==> src/rtl/usr_pkg.sv <==
// Shared types and helpers for the universal shift register.
// Latency: n/a (declarations only).
// Backpressure: n/a.
package usr_pkg;

  // Operation select, as presented on the mode port.
  typedef enum logic [2:0] {
    USR_HOLD = 3'b000,
    USR_LOAD = 3'b001,
    USR_SHL  = 3'b010,
    USR_SHR  = 3'b011,
    USR_ROL  = 3'b100,
    USR_ROR  = 3'b101,
    USR_CLR  = 3'b110,
    USR_INV  = 3'b111
  } usr_mode_t;

  // Counter must represent 0..width inclusive.
  function automatic int cnt_width(input int width);
    return $clog2(width + 1);
  endfunction

endpackage

==> src/rtl/usr_cnt.sv <==
// Saturating shift counter with a one-cycle done pulse on reaching WIDTH.
// Latency: cnt_o/done_o are registered, updated on the edge that samples en_i.
// Backpressure: none; en_i low freezes the count and forces done low next cycle.
// Ports: clk, rst_n (async active-low), en_i, clr_i (zero the count),
//        inc_i (count one shift), cnt_o (count), done_o (pulse).
module usr_cnt
  import usr_pkg::*;
#(
  parameter int WIDTH = 8
) (
  input  logic                          clk,
  input  logic                          rst_n,
  input  logic                          en_i,
  input  logic                          clr_i,
  input  logic                          inc_i,
  output logic [cnt_width(WIDTH)-1:0]   cnt_o,
  output logic                          done_o
);

  localparam int CW = cnt_width(WIDTH);

  logic [CW-1:0] cnt_q, cnt_d;
  logic          done_q, done_d;
  logic          saturated;

  assign saturated = (cnt_q == CW'(WIDTH));

  always_comb begin
    cnt_d  = cnt_q;
    done_d = 1'b0;
    if (en_i) begin
      if (clr_i) begin
        cnt_d = '0;
      end else if (inc_i && !saturated) begin
        cnt_d = cnt_q + 1'b1;
        // Only the WIDTH-1 -> WIDTH transition fires; once saturated the
        // pulse stays quiet until a clear rearms the counter.
        done_d = (cnt_q == CW'(WIDTH - 1));
      end
    end
  end

  always_ff @(posedge clk or negedge rst_n) begin
    if (!rst_n) begin
      cnt_q  <= '0;
      done_q <= 1'b0;
    end else begin
      cnt_q  <= cnt_d;
      done_q <= done_d;
    end
  end

  assign cnt_o  = cnt_q;
  assign done_o = done_q;

endmodule

==> src/rtl/univ_shift_reg.sv <==
// Universal WIDTH-bit register: hold/load/shift/rotate/clear/invert, serial I/O both ends.
// Latency: 1 cycle for every mode; q_bar/sout_* are combinational from q only.
// Backpressure: none; en low holds all state (done drops after one cycle).
// Ports: clk, rst_n, en, mode[2:0], d, sin_l, sin_r -> q, q_bar, sout_l,
//        sout_r, shift_cnt (shifts since load/clear, saturating), done.
module univ_shift_reg
  import usr_pkg::*;
#(
  parameter int               WIDTH     = 8,
  parameter logic [WIDTH-1:0] RESET_VAL = '0
) (
  input  logic                        clk,
  input  logic                        rst_n,
  input  logic                        en,
  input  logic [2:0]                  mode,
  input  logic [WIDTH-1:0]            d,
  input  logic                        sin_l,
  input  logic                        sin_r,
  output logic [WIDTH-1:0]            q,
  output logic [WIDTH-1:0]            q_bar,
  output logic                        sout_l,
  output logic                        sout_r,
  output logic [cnt_width(WIDTH)-1:0] shift_cnt,
  output logic                        done
);

  if (WIDTH < 2 || WIDTH > 64) begin : g_width_chk
    $error("univ_shift_reg: WIDTH must be in 2..64");
  end

  usr_mode_t        mode_e;
  logic [WIDTH-1:0] q_q, q_d;
  logic             cnt_clr, cnt_inc;

  assign mode_e = usr_mode_t'(mode);

  always_comb begin
    q_d = q_q;
    if (en) begin
      case (mode_e)
        USR_HOLD: q_d = q_q;
        USR_LOAD: q_d = d;
        USR_SHL:  q_d = {q_q[WIDTH-2:0], sin_r};
        USR_SHR:  q_d = {sin_l, q_q[WIDTH-1:1]};
        USR_ROL:  q_d = {q_q[WIDTH-2:0], q_q[WIDTH-1]};
        USR_ROR:  q_d = {q_q[0], q_q[WIDTH-1:1]};
        USR_CLR:  q_d = '0;
        USR_INV:  q_d = ~q_q;
        default:  q_d = q_q;
      endcase
    end
  end

  always_ff @(posedge clk or negedge rst_n) begin
    if (!rst_n) begin
      q_q <= RESET_VAL;
    end else begin
      q_q <= q_d;
    end
  end

  // LOAD and CLR start a fresh word; any shift or rotate counts one bit moved.
  assign cnt_clr = (mode_e == USR_LOAD) || (mode_e == USR_CLR);
  assign cnt_inc = (mode_e == USR_SHL) || (mode_e == USR_SHR) ||
                   (mode_e == USR_ROL) || (mode_e == USR_ROR);

  usr_cnt #(
    .WIDTH (WIDTH)
  ) u_cnt (
    .clk    (clk),
    .rst_n  (rst_n),
    .en_i   (en),
    .clr_i  (cnt_clr),
    .inc_i  (cnt_inc),
    .cnt_o  (shift_cnt),
    .done_o (done)
  );

  assign q      = q_q;
  assign q_bar  = ~q_q;
  assign sout_l = q_q[WIDTH-1];
  assign sout_r = q_q[0];

endmodule
==> config.mk <==
export PLATFORM = sky130hd
export DESIGN_NAME = univ_shift_reg
export DESIGN_NICKNAME = d
export VERILOG_FILES = /design/src/rtl/usr_pkg.sv /design/src/rtl/usr_cnt.sv /design/src/rtl/univ_shift_reg.sv
export SDC_FILE = /design/constraint.sdc
export NUM_CORES = 1
export LEC_CHECK = 0
export ABC_AREA = 0
export BUFFER_PORTS_ARGS = -buffer_cell sky130_fd_sc_hd__buf_2
export CAP_MARGIN = 20
export CORE_MARGIN = 4
export CORE_UTILIZATION = 23
export DETAILED_ROUTE_END_ITERATION = 8
export SYNTH_ARGS = -nofsm -noshare
export SYNTH_HDL_FRONTEND = slang
export SYNTH_HIERARCHICAL = 1
export SYNTH_SLANG_ARGS = --single-unit
==> constraint.sdc <==
create_clock -name clk -period 2.1 [get_ports clk]
set_input_delay 0.21 -clock clk [delete_from_list [all_inputs] [get_ports clk]]
set_output_delay 0.21 -clock clk [all_outputs]
set_load 0.05 [all_outputs]
Word-level counts from Yosys, hierarchy flattened
Cells that the tools add are included. W data, S select, Z words.

Muxes and demuxes: 6. Add/subtract/negate cells: 1. Equal/unequal tests: 9. Reduce and logical (&&, ||, !) cells: 10. Bitwise operators: 2.

Operators by type and width (count): $pmux W8 S7 (1); $eq A3 B3 Y1 const B (4); $mux W4 (2); $not A8 Y8 (1); $eq A3 B2 Y1 const B (2); $add A4 B1 Y4 const B (1); $eq A4 B3 Y1 const B (1); $eq A4 B4 Y1 const B (1); $logic_or A1 B1 Y1 (4); $reduce_and A2 Y1 (2); $eq A3 B1 Y1 const B (1); $logic_not A3 Y1 (1); $mux W1 (3); $reduce_bool A2 Y1 (1); $logic_and A1 B1 Y1 (1); $logic_not A1 Y1 (1); $not A1 Y1 (1).

Word-level logic and storage cells: 31. Register bits after elaboration: 13. Output and inout bits: 23.

Depth between registers and ports, before layout
Word-level depth: 8. Gate-level depth with buffers: 7. Mapped depth without buffers: 5.

Hierarchy
The synthesis kept the hierarchy.

By module, submodules not included: univ_shift_reg (area each 705.7 sq um, cells each 82, instances 1); usr_cnt (area each 285.3 sq um, cells each 29, instances 1).

Worst setup path before layout
Ideal clock, no wire load.

Kind: reg-to-reg. Start point: reg q_q[6] (netlist: q[6]). End point: reg q_q[7] (netlist: q[7]). Stages on the path, launching flop included: 5. Slack: 432 ps. Buffers on the path: 0. Arrival time: 1590 ps. Period minus slack after synthesis: 1668 ps. Data required time: 2022 ps. Cells stage by stage: dfrtp_1 > inv_1 > a311oi_1 > o32ai_1 > a21oi_1.

Cells in the longest elaborated chain, start to end: 1.

Ends and longest elaborated chain: start: declaration (RTL line univ_shift_reg.sv:32) `logic [WIDTH-1:0] q_q, q_d;`; start signal: assignment (RTL line univ_shift_reg.sv:58) `q_q <= q_d;`; $pmux W8 S7 (RTL line univ_shift_reg.sv:40) `case (mode_e)`.

Every way passes these cells. A chain may end at the register's enable or synchronous reset.

Final worst setup path
Start point: reg q_q[7] (netlist: q[7]). End point: out q_bar[7].

Cells in the longest elaborated chain, start to end: 1.

Ends and longest elaborated chain: $not A8 Y8 (RTL line univ_shift_reg.sv:80) `assign q_bar = ~q_q;`; end: declaration (RTL line univ_shift_reg.sv:20) `output logic [WIDTH-1:0] q_bar,`.

Every way passes these cells.

==> results.yml <==
placement:
  placed_area_um2: 1150
  port_buffers: 38
  dpl.hpwl_mm: 1.84
  gp_congestion: 0.751
cts:
  cts_resized: 0
  cts_tree: "yes"
  cts-htree-levels: 1
  cts_num_sinks: 13
  clk_pin_slew_ns: 0.06
  post_cts_buffers: 0
  clk_path_buf_depth: 2
  clk_latency_ns: 0.24
  cts-root-buf: "clkbuf_8"
  cts_buffers: 3
sta:
  setup_tns_ns: 0
  finalMaxSlewViolations: 0
  final_hold_viol_count: 0
  setup_violations: 0
  finalCritPeriodShare: 0.599
  fin_skew_ns: 0.00250
  timing.final.crit_period_ns: 1.26
  hold_slack_ns: 0.254
  slew_headroom: 0.759
  rsz0062_at_grt: "false"
  worst_slew_pin_slew_ns: 0.361
  timing.fmax_mhz: 795
pwr:
  sw_frac_of_total: 0.518
  irDropWorstVdd_mv: 0.642
  combPwrFrac: 0.515
  p_int_uw: 620
  total_power_uw: 1290
  power_density_nw_per_um2: 1070
  p_clk_frac: 0.173
  seq_power_share: 0.312
  p_leak_uw: 0.000567
  p_switching_uw: 666
layout:
  layout_commonest_cell: "buf_2"
  area_growth_pct: 21.6
  fillers: 460
  layout-drive-gt1-share: 0.310
  antennaDiodeCount: 0
  seq_area_um2: 325
  fin_util: 0.295
  final_area_um2: 1200
  nets: 164
  multi_input_area_um2: 523
  layout_common_cells: "buf_2, inv_1, dfrtp_1"
worst_setup_path:
  crit_path_start_kind: "flip-flop"
  reg2reg_depth: 4
  critical_path_class: "flip-flop to output pin"
  crit_arrival_ns: 1.05
  critPathMaxFanout: 7
  endpoint_kind: "output pin"
  crit_required_ns: 1.89
global_route:
  antenna_found_initial: 0
  grt_first_pass_wirelength_mm: 3.85
  grt_start_max_net_pins: 17
  grt_usage: 0.0886
  grt_pass1_vias: 827
  grt_overflow: 0
drt:
  drt_first_pass_iters: 4
  detail_route.iter0.violations: 31
  num_vias: 896
  drt-total-wl_mm: 2.34
  ant_nets: 0
  drc_errors: 0
  wl_per_cell_um: 12.0
  vias_per_cell: 4.59
floorplanning:
  die_x_um: 73.6
  io_pins: 39
  dieArea_um2: 5420
  coreArea_um2: 4090
  initial_core_util: 0.242
  rows: 23
  die_height_um: 73.6
yosys:
  syn-cell-area_um2: 991
  synth_cell_types: 33
  avgSynthCellArea_um2: 8.93
  synth_nets: 129
  syn-instance-count: 111
  synth_seq_area_share: 0.328
  synth_top_area_share: 0.328
  yosysWarnings: 6
  synthTopCellsByArea: "dfrtp_1, mux2i_1, buf_6, o221ai_1, inv_1"
  ys_ff_latch: 13
  yosys.area.top_type: "dfrtp_1"
job:
  maxCapViolCount: 0
min_path:
  holdCritPathClass: "input port to flip-flop"
  min_path_cells: 3
run_status:
  outcome: "finished clean"
per-layer routing:
metal,track usage,routed length [um]
met2,0.145,1120
met4,0.0121,0
met1,0.121,1080
met5,0,0
met3,0.0219,144
state kept, by name, summed over array words and instances, names as in the netlist:
name and count:
q 8, u_cnt/done_o 1, u_cnt/cnt_o 4
Yosys cell counts (all sizes together):
library cell  number
or2                1
o221ai             6
dfrtp             13
nand2b             2
mux2               1
o22ai              1
nor4b              1
buf                9
a21oi              4
nand4              1
o211ai             1
mux2i              8
nand3              1
a31oi              2
o32ai              2
o21ai             17
nor4bb             1
a311oi             2
nor2               2
a311o              1
nor2b              4
ha                 2
and2               1
xor2               1
nand3b             1
nor3               1
inv               13
or2b               1
nand2             10
o41ai              1
critical path, cell delays in order, from the launching register on:
cell,delay (ns)
dfrtp_1,0.43
inv_1,0.11
buf_2,0.27
worst paths after layout:
path	startpoint	end	slack, ns
setup reg to reg	q[0]$_DFFE_PN0P_	q[0]$_DFFE_PN0P_	0.87
hold reg to reg	u_cnt/cnt_o[3]$_DFFE_PN0P_	u_cnt/done_o$_DFF_PN0_	0.55
setup / recovery	q[7]$_DFFE_PN0P_	q_bar[7]	0.84
hold / removal	d[0]	q[0]$_DFFE_PN0P_	0.25
min in group asynchronous	rst_n	q[5]$_DFFE_PN0P_	0.38
max in group asynchronous	rst_n	u_cnt/cnt_o[1]$_DFFE_PN0P_	1.48
final cells by class:
class / instances / share of cell area
Tap cell: 50 / 0.0519
Sequential cell: 13 / 0.270
Multi-Input combinational cell: 76 / 0.434
Inverter: 13 / 0.0405
Timing Repair Buffer: 39 / 0.166
Clock buffer: 4 / 0.0374
timing repair:
| action | CTS | global route |
|---|---|---|
| setup endpoints to repair | 0 | 0 |
| hold endpoints to repair | 13 | 0 |
| hold buffers | 1 | 0 |
power by group through the flow:
stage / Sequential (uW) / Clock [uW] / Combinational, uW
final: 401 / 223 / 662
after global routing: 421 / 247 / 714
after CTS: 404 / 231 / 669
after detailed placement: 409 / 0 / 666
after global placement: 408 / 0 / 665
after floorplan: 588 / 0 / 341
per-stage QoR:
stage | setup slack, ns | std cells
2_1_floorplan | 0.432 | 111
3_3_place_gp | 0.602 | 190
3_5_place_dp | 0.591 | 190
4_1_cts | 0.820 | 195
5_1_grt | 0.689 | 195
6_report | 0.843 | 195
logic make-up (layout without fill, tap and decap cells):
kind of cell,count (synthesis),in the layout,synth area share
compound gates,37,37,0.253
simple gates,27,27,0.149
buf+inv,22,56,0.144
flops,13,13,0.328
mux,9,9,0.0922
fa+ha+maj,2,2,0.0252
xor+xnor,1,1,0.00884
Note: power is estimated with default switching activity, not from simulation.
